File: src/rtl/multiband_energy_meter.sv
// Time-multiplexed multi-band energy meter.
// A cascade of shift-only one-pole low-pass stages splits each sample into
// NUM_BANDS bands, one band per cycle. Each band's absolute energy is averaged
// over a window into peak-hold levels with decay. The levels drive per-band
// PWM outputs, and the loudest band is reported.
module multiband_energy_meter #(
  parameter int NUM_BANDS   = 8,
  parameter int SAMPLE_W    = 8,
  parameter int LEVEL_W     = 8,
  parameter int WINDOW_LOG2 = 4,
  parameter int DECAY_SHIFT = 3,
  localparam int BAND_W     = $clog2(NUM_BANDS)
) (
  input  logic                          clk,
  input  logic                          rst,
  input  logic                          sample_valid,
  output logic                          sample_ready,
  input  logic signed [SAMPLE_W-1:0]    sample_data,
  output logic [NUM_BANDS*LEVEL_W-1:0]  levels,
  output logic                          levels_valid,
  output logic [BAND_W-1:0]             peak_band,
  output logic [NUM_BANDS-1:0]          pwm_out
);

  localparam int Y_W    = SAMPLE_W + 8;               // filter state, 8 fraction bits
  localparam int DIFF_W = Y_W + 1;                    // in - y never overflows
  localparam int D_W    = SAMPLE_W + 1;               // band signal width
  localparam int ACC_W  = SAMPLE_W + 1 + WINDOW_LOG2; // window sum cannot overflow
  localparam int CMP_W  = ((ACC_W > LEVEL_W) ? ACC_W : LEVEL_W) + 1;

  localparam logic [BAND_W-1:0]      LAST_BAND = BAND_W'(NUM_BANDS - 1);
  localparam logic [WINDOW_LOG2-1:0] CNT_LAST  = '1;
  localparam logic [LEVEL_W-1:0]     LEVEL_MAX = '1;

  typedef enum logic [1:0] {IDLE, PROC, UPDATE} state_t;

  state_t state, next_state;

  logic [BAND_W-1:0]          band;
  logic [WINDOW_LOG2-1:0]     sample_cnt;
  logic signed [SAMPLE_W-1:0] sample_reg;
  logic signed [Y_W-1:0]      y     [NUM_BANDS];
  logic signed [Y_W-1:0]      prev_y;
  logic [ACC_W-1:0]           acc   [NUM_BANDS];
  logic [LEVEL_W-1:0]         level [NUM_BANDS];
  logic [LEVEL_W-1:0]         cnt;

  // Per-band datapath signals
  logic signed [Y_W-1:0]    stage_in, y_cur, step, y_new;
  logic signed [DIFF_W-1:0] diff;
  logic signed [D_W-1:0]    d;
  logic [D_W-1:0]           d_abs;
  logic [ACC_W-1:0]         acc_next;

  // Window-end signals
  logic [LEVEL_W-1:0] new_level [NUM_BANDS];
  logic [LEVEL_W-1:0] best, avg_sat, dec, decayed;
  logic [CMP_W-1:0]   avg_w;
  logic [BAND_W-1:0]  peak_idx;

  // FSM state register
  always_ff @(posedge clk or posedge rst) begin
    if (rst) state <= IDLE;
    // NOTE: sequential state uses non-blocking assignments so every flop samples pre-edge values.
    else     state <= next_state;
  end

  // FSM next-state logic
  always_comb begin
    next_state = state;
    case (state)
      IDLE:    if (sample_valid) next_state = PROC;
      PROC:    if (band == LAST_BAND)
                 next_state = (sample_cnt == CNT_LAST) ? UPDATE : IDLE;
      UPDATE:  next_state = IDLE;
      default: next_state = IDLE;
    endcase
  end

  // FSM outputs; ready is masked while reset is held
  always_comb begin
    sample_ready = (state == IDLE) && !rst;
  end

  // One filter stage: the stage input for band b>0 is the pre-sample y[b-1], buffered in prev_y
  always_comb begin
    // NOTE: every always_comb output gets a default first so no latch is inferred.
    y_cur    = y[band];
    stage_in = (band == '0) ? {sample_reg, 8'b0} : prev_y;
    diff     = {stage_in[Y_W-1], stage_in} - {y_cur[Y_W-1], y_cur};
    step     = Y_W'(diff >>> (int'(band) + 1));
    y_new    = y_cur + step;
    d        = diff[DIFF_W-1:8];
    d_abs    = d[D_W-1] ? D_W'(-d) : D_W'(d);
    acc_next = acc[band] + ACC_W'(d_abs);
  end

  // Window end: saturated average vs decayed peak-hold, plus loudest band (lowest index on ties)
  always_comb begin
    new_level = level;
    peak_idx  = '0;
    best      = '0;
    avg_w     = '0;
    avg_sat   = '0;
    dec       = '0;
    decayed   = '0;
    for (int b = 0; b < NUM_BANDS; b++) begin
      avg_w   = CMP_W'(acc[b]) >> WINDOW_LOG2;
      avg_sat = (avg_w > CMP_W'(LEVEL_MAX)) ? LEVEL_MAX : avg_w[LEVEL_W-1:0];
      dec     = level[b] >> DECAY_SHIFT;
      if (dec == '0) dec = LEVEL_W'(1);
      decayed = (level[b] == '0) ? '0 : level[b] - dec;
      new_level[b] = (avg_sat > decayed) ? avg_sat : decayed;
      if (new_level[b] > best) begin
        best     = new_level[b];
        peak_idx = BAND_W'(b);
      end
    end
  end

  // Datapath: sample latch, per-band filter/energy update, window-end level update
  always_ff @(posedge clk or posedge rst) begin
    if (rst) begin
      band         <= '0;
      sample_cnt   <= '0;
      sample_reg   <= '0;
      prev_y       <= '0;
      levels_valid <= 1'b0;
      peak_band    <= '0;
      // NOTE: these arrays are register files, not RAM, so they are cleared on reset like any flop.
      for (int b = 0; b < NUM_BANDS; b++) begin
        y[b]     <= '0;
        acc[b]   <= '0;
        level[b] <= '0;
      end
    end else begin
      levels_valid <= 1'b0;
      case (state)
        IDLE: begin
          if (sample_valid) begin
            sample_reg <= sample_data;
            band       <= '0;
          end
        end
        PROC: begin
          y[band]   <= y_new;
          acc[band] <= acc_next;
          prev_y    <= y_cur;
          if (band == LAST_BAND) begin
            band       <= '0;
            sample_cnt <= sample_cnt + 1'b1;
          end else begin
            band <= band + 1'b1;
          end
        end
        UPDATE: begin
          level        <= new_level;
          peak_band    <= peak_idx;
          levels_valid <= 1'b1;
          sample_cnt   <= '0;
          for (int b = 0; b < NUM_BANDS; b++) acc[b] <= '0;
        end
        default: ;
      endcase
    end
  end

  // Shared free-running PWM counter and registered per-band compare
  always_ff @(posedge clk or posedge rst) begin
    if (rst) begin
      cnt     <= '0;
      pwm_out <= '0;
    end else begin
      cnt <= cnt + 1'b1;
      for (int b = 0; b < NUM_BANDS; b++) pwm_out[b] <= (cnt < level[b]);
    end
  end

  // Pack level registers onto the flat output bus
  always_comb begin
    levels = '0;
    for (int b = 0; b < NUM_BANDS; b++) levels[b*LEVEL_W +: LEVEL_W] = level[b];
  end

endmodule

File: config.mk
export PLATFORM = sky130hd
export DESIGN_NAME = multiband_energy_meter
export DESIGN_NICKNAME = d
export VERILOG_FILES = /design/src/rtl/multiband_energy_meter.sv
export SDC_FILE = /design/constraint.sdc
export NUM_CORES = 1
export LEC_CHECK = 0
export CORE_MARGIN = 2
export CORE_UTILIZATION = 30
export CTS_CLUSTER_DIAMETER = 50
export DETAILED_ROUTE_END_ITERATION = 10
export PLACE_DENSITY_LB_ADDON = 0.1
export SLEW_MARGIN = 20
export SYNTH_ARGS = -nofsm -noshare
export SYNTH_HDL_FRONTEND = slang
export SYNTH_SLANG_ARGS = --single-unit
File: constraint.sdc
create_clock -name clk -period 13.6 [get_ports clk]
set_input_delay 2.04 -clock clk [delete_from_list [all_inputs] [get_ports clk]]
set_output_delay 2.04 -clock clk [all_outputs]
set_load 0.005 [all_outputs]
==> results.md <==
- FP Rows: 106
- Total I/O pin count: 88
- Non-Filler Instances: 4256
- Fraction of final layout cells with drive strength greater than 1: 0.1557
- Cell type contributing the most total cell area after synthesis: sky130_fd_sc_hd__dfrtp_1
- Met1 Resource Use GR: 0.2619
- Startpoint of the most critical hold path: y[116]
- Setup clock skew after layout: 19.71 ps
- Yosys warns: 0
- Post-cts hold buffer count: 0
- Cell chosen for the clock root: sky130_fd_sc_hd__clkbuf_16
- Post-synth top area share: 0.3426
- CTS tree: built
- # H-tree levels: 2
- #FFs+latches synth: approximately 350
- Data required time at the worst endpoint: between 10000 and 15000 ps
- Final GP Congestion: 0.8951
- Post-detailed-route DRC marker count: 0
- Register with the most flip-flops: y
- Total die area: approximately 87000 um2
- Number of vias per cell: ~5.3
- CTS clk-pin slew, worst paths: 50 ps
- Wire length of the first global-routing pass: 140000 um
- Largest net degree at the start of global routing: around 110
- Net count, final: ~3400
- Initial antenna violation count: 1
- Number of violations reported at the end of detailed-routing iteration 0: 1150
- Effective utilization at floorplan: 0.3036
- Reg-to-reg startpoint: levels[7]
- CTS Buffer Depth: 3
- Synthesized Nets: 3199
- Vias in the first global route: 22880
- Critical path fanouts, max: 7
- Share of the clock period used by the worst path: 0.9664
- Met2 usage in global routing: 0.3677
- Endpoint kind of the worst setup timing path: flip-flop
- Residual antenna-violating net count after detailed routing: 0
- Number of maximum-capacitance violations: 0
- Number of antenna cells inserted: 0
- Width of the chip: 295.5 um
- Routed wirelength normalized by instance count: 21.58 um
- Post-Layout Inst Area: a little over 30000 um2
- Sort of element at the start of the critical path: flip-flop
- Area of the mapped netlist: around 25000 um2
- Number of cells on the worst reg-to-reg path: 70
- Met3 track demand over resource: 0.02225
- Leading register cell type out of synthesis: sky130_fd_sc_hd__dfrtp_1
- Chip Height: between 200 and 300 um
- Placed instance area: between 20000 and 30000 um2
- Detailed-route via count: 22690
- Path class of the lowest-slack min-delay path: reg2reg
- Total track usage: 0.2080
- Cell Count Post-Placement: 4110
- Outcome: completed
- Leftover overflow at the end of global routing: 0
- Destination of the worst register-to-register timing path: peak_band[2]
- Capture point of the critical path: peak_band[2]
- Critical-path cell with the highest stage delay: sky130_fd_sc_hd__or4_4
- Count of final hold-check violations: 0
- Startpoint-to-endpoint class of the critical path: reg2reg
- Slack of the worst reg-to-reg path: 460 ps
- CTS Sinks: 349
- Number of fill cells in the layout: ~8500
- Top cells by area, synth: sky130_fd_sc_hd__dfrtp_1, sky130_fd_sc_hd__ha_1, sky130_fd_sc_hd__o21ai_0, sky130_fd_sc_hd__nand2_1, sky130_fd_sc_hd__nor2_1
- Placeable core area: 83950 um2
- Signal arrival time at the worst endpoint: 13650 ps
- Final setup violation count: 0
- Shortest period the worst path allows: 13140 ps
- Cell count after synthesis: 2913
- Highest attainable clock frequency: between 0.07 and 0.08 GHz
- Total area of sequential cells: 8733 um2
- Final routed wirelength across all metal layers: 91840 um
- Fraction of the yosys area taken by sequential cells: 0.3426
- Gr busiest metal: met2
- Post-synthesis async set-or-reset flop share: 1.000
- Max-Slew Margin vs Limit: 0.2407
- Slew Limit Fails: 0
- Worst setup startpoint: levels[7]
- Layout Area Growth over Synthesis: 22.31%
- Post-detail-place hpwl: roughly 68000 um
- Mean cell area of the mapped netlist: 8.750 um2
- Worst-margin pin slew: 1131 ps
- Setup Total Neg Slack: 0 ps
- Netlist cell types: 90
- Port Buf Inserts: between 80 and 90
- Clock network latency to the later pin of the worst-skew pair: 650 ps
- Cell mode on critical path: sky130_fd_sc_hd__ha_1
- Delay of the slowest cell on the worst path: 560 ps
- Multi-input logic area: 16110 um2
- Number of synthesized flops with an enable pin: 0
- Max FFs per register: 128
- Final hold slack: approximately 480 ps
- Detailed-router iteration count before antenna repair: 5
- Clock buffer count from CTS: 58
==> worst max-delay path: cells and delay by family, from the launching register on <==
family                     cells  cell delay [ps]
AOI/OAI and AO/OA             32             5040
and+or+nand+nor               19             3820
adders and majority gates     10             2510
buffers and inverters          7              810
muxes                          2              430
DFF                            1              380
==> kinds of logic (layout without fill, tap and decap cells) <==
group,after synthesis,after routing,share of synthesized area
simple gates,879,879,0.1625
flops,349,349,0.3426
mux,112,112,0.05017
buf+inv,334,542,0.05046
xor+xnor,62,62,0.02160
compound gates,900,901,0.2336
fa+ha+maj,277,277,0.1390
==> per-stage QoR <==
stage	setup WS [ps]	utilization
final	457.3	0.3713
after global routing	-300.4	0.3713
after CTS	17.74	0.3617
after detailed placement	-146.1	0.3355
after global placement	70.48	0.3352
after floorplan	13.79	-
==> synth_stat cells, drive strengths merged, types with 9 or more instances <==
| master | instances |
|---|---|
| dfrtp | 349 |
| nand2 | 340 |
| o21ai | 283 |
| ha | 264 |
| nor2 | 210 |
| inv | 198 |
| a21oi | 146 |
| clkbuf | 103 |
| a22oi | 77 |
| a22o | 74 |
| a21o | 65 |
| mux2i | 58 |
| o22ai | 51 |
| mux2 | 46 |
| nor2b | 45 |
| or2 | 43 |
| xnor2 | 42 |
| nand3 | 33 |
| nor3 | 33 |
| buf | 31 |
| and2 | 29 |
| nor4 | 27 |
| nand2b | 25 |
| nand4 | 25 |
| o21a | 24 |
| a31oi | 22 |
| a211oi | 21 |
| and4 | 20 |
| xor2 | 20 |
| and3 | 15 |
| or3 | 13 |
| a221oi | 11 |
| fa | 11 |
| o2111ai | 11 |
| o21bai | 11 |
| o2bb2ai | 10 |
| o211ai | 9 |
| o221ai | 9 |
| o31a | 9 |
==> per-layer routing <==
layer / part of all wire / routed length [um]
met5: 0 / 0
met4: 0.035 / 3238
met3: 0.033 / 3001
met2: 0.49 / 45280
met1: 0.44 / 40320
==> cell type report <==
class	count	area share
flip-flops and latches	349	0.2801
inverters	200	0.02432
well taps	1134	0.04551
repair buffers	234	0.06510
multi-input cells	2231	0.5167
clock inverters	37	0.01718
clock buffers	71	0.05101
==> placed cells by master, fill, tap and decap left out, types with 12 or more instances in the layout <==
| master | Yosys | routed |
|---|---|---|
| sky130_fd_sc_hd__inv_1 | 198 | 196 |
| sky130_fd_sc_hd__nor2b_1 | 45 | 45 |
| sky130_fd_sc_hd__a22o_1 | 74 | 73 |
| sky130_fd_sc_hd__nand2_1 | 340 | 334 |
| sky130_fd_sc_hd__mux2_2 | 46 | 45 |
| sky130_fd_sc_hd__xnor2_1 | 41 | 38 |
| sky130_fd_sc_hd__ha_1 | 264 | 254 |
| sky130_fd_sc_hd__clkbuf_16 | 0 | 59 |
| sky130_fd_sc_hd__o21ai_1 | 6 | 12 |
| sky130_fd_sc_hd__nand3_1 | 33 | 30 |
| sky130_fd_sc_hd__and2_1 | 29 | 25 |
| sky130_fd_sc_hd__a21oi_1 | 141 | 124 |
| sky130_fd_sc_hd__a31oi_1 | 21 | 20 |
| sky130_fd_sc_hd__and4_1 | 19 | 18 |
| sky130_fd_sc_hd__and3_1 | 15 | 14 |
| sky130_fd_sc_hd__mux2i_1 | 58 | 51 |
| sky130_fd_sc_hd__nor3_1 | 32 | 28 |
| sky130_fd_sc_hd__or3_1 | 13 | 13 |
| sky130_fd_sc_hd__or2_2 | 42 | 42 |
| sky130_fd_sc_hd__a22oi_1 | 77 | 72 |
| sky130_fd_sc_hd__dfrtp_1 | 349 | 349 |
| sky130_fd_sc_hd__nand2b_1 | 25 | 22 |
| sky130_fd_sc_hd__nor2_1 | 208 | 200 |
| sky130_fd_sc_hd__buf_4 | 0 | 139 |
| sky130_fd_sc_hd__a21o_1 | 65 | 65 |
| sky130_fd_sc_hd__clkdlybuf4s50_1 | 0 | 87 |
| sky130_fd_sc_hd__a211oi_1 | 21 | 15 |
| sky130_fd_sc_hd__a21oi_2 | 5 | 21 |
| sky130_fd_sc_hd__xor2_1 | 20 | 19 |
| sky130_fd_sc_hd__o21a_1 | 24 | 23 |
| sky130_fd_sc_hd__o22ai_1 | 51 | 47 |
| sky130_fd_sc_hd__nand4_1 | 25 | 25 |
| sky130_fd_sc_hd__nor4_1 | 27 | 27 |
| sky130_fd_sc_hd__o21ai_0 | 277 | 265 |
==> what timing repair did <==
action / in CTS / in global routing
buffers inserted: 4 / 31
gates resized for setup: 11 / 115
cloned: 0 / 3
pin swaps: 2 / 55
setup endpoints to repair: 3 / 3
==> worst min path at each step <==
stage	slack, ps	cells past startpoint	endpoint
floorplan	450	2	y[37]
global placement	460	2	y[93]
detailed placement	470	2	y[93]
CTS	480	2	y[30]
global route	500	2	y[123]
finish	480	2	y[116]
Power is left out: the tool's default activity adds up to more than one toggle a clock period on the data nets, which glitch-free logic cannot reach.
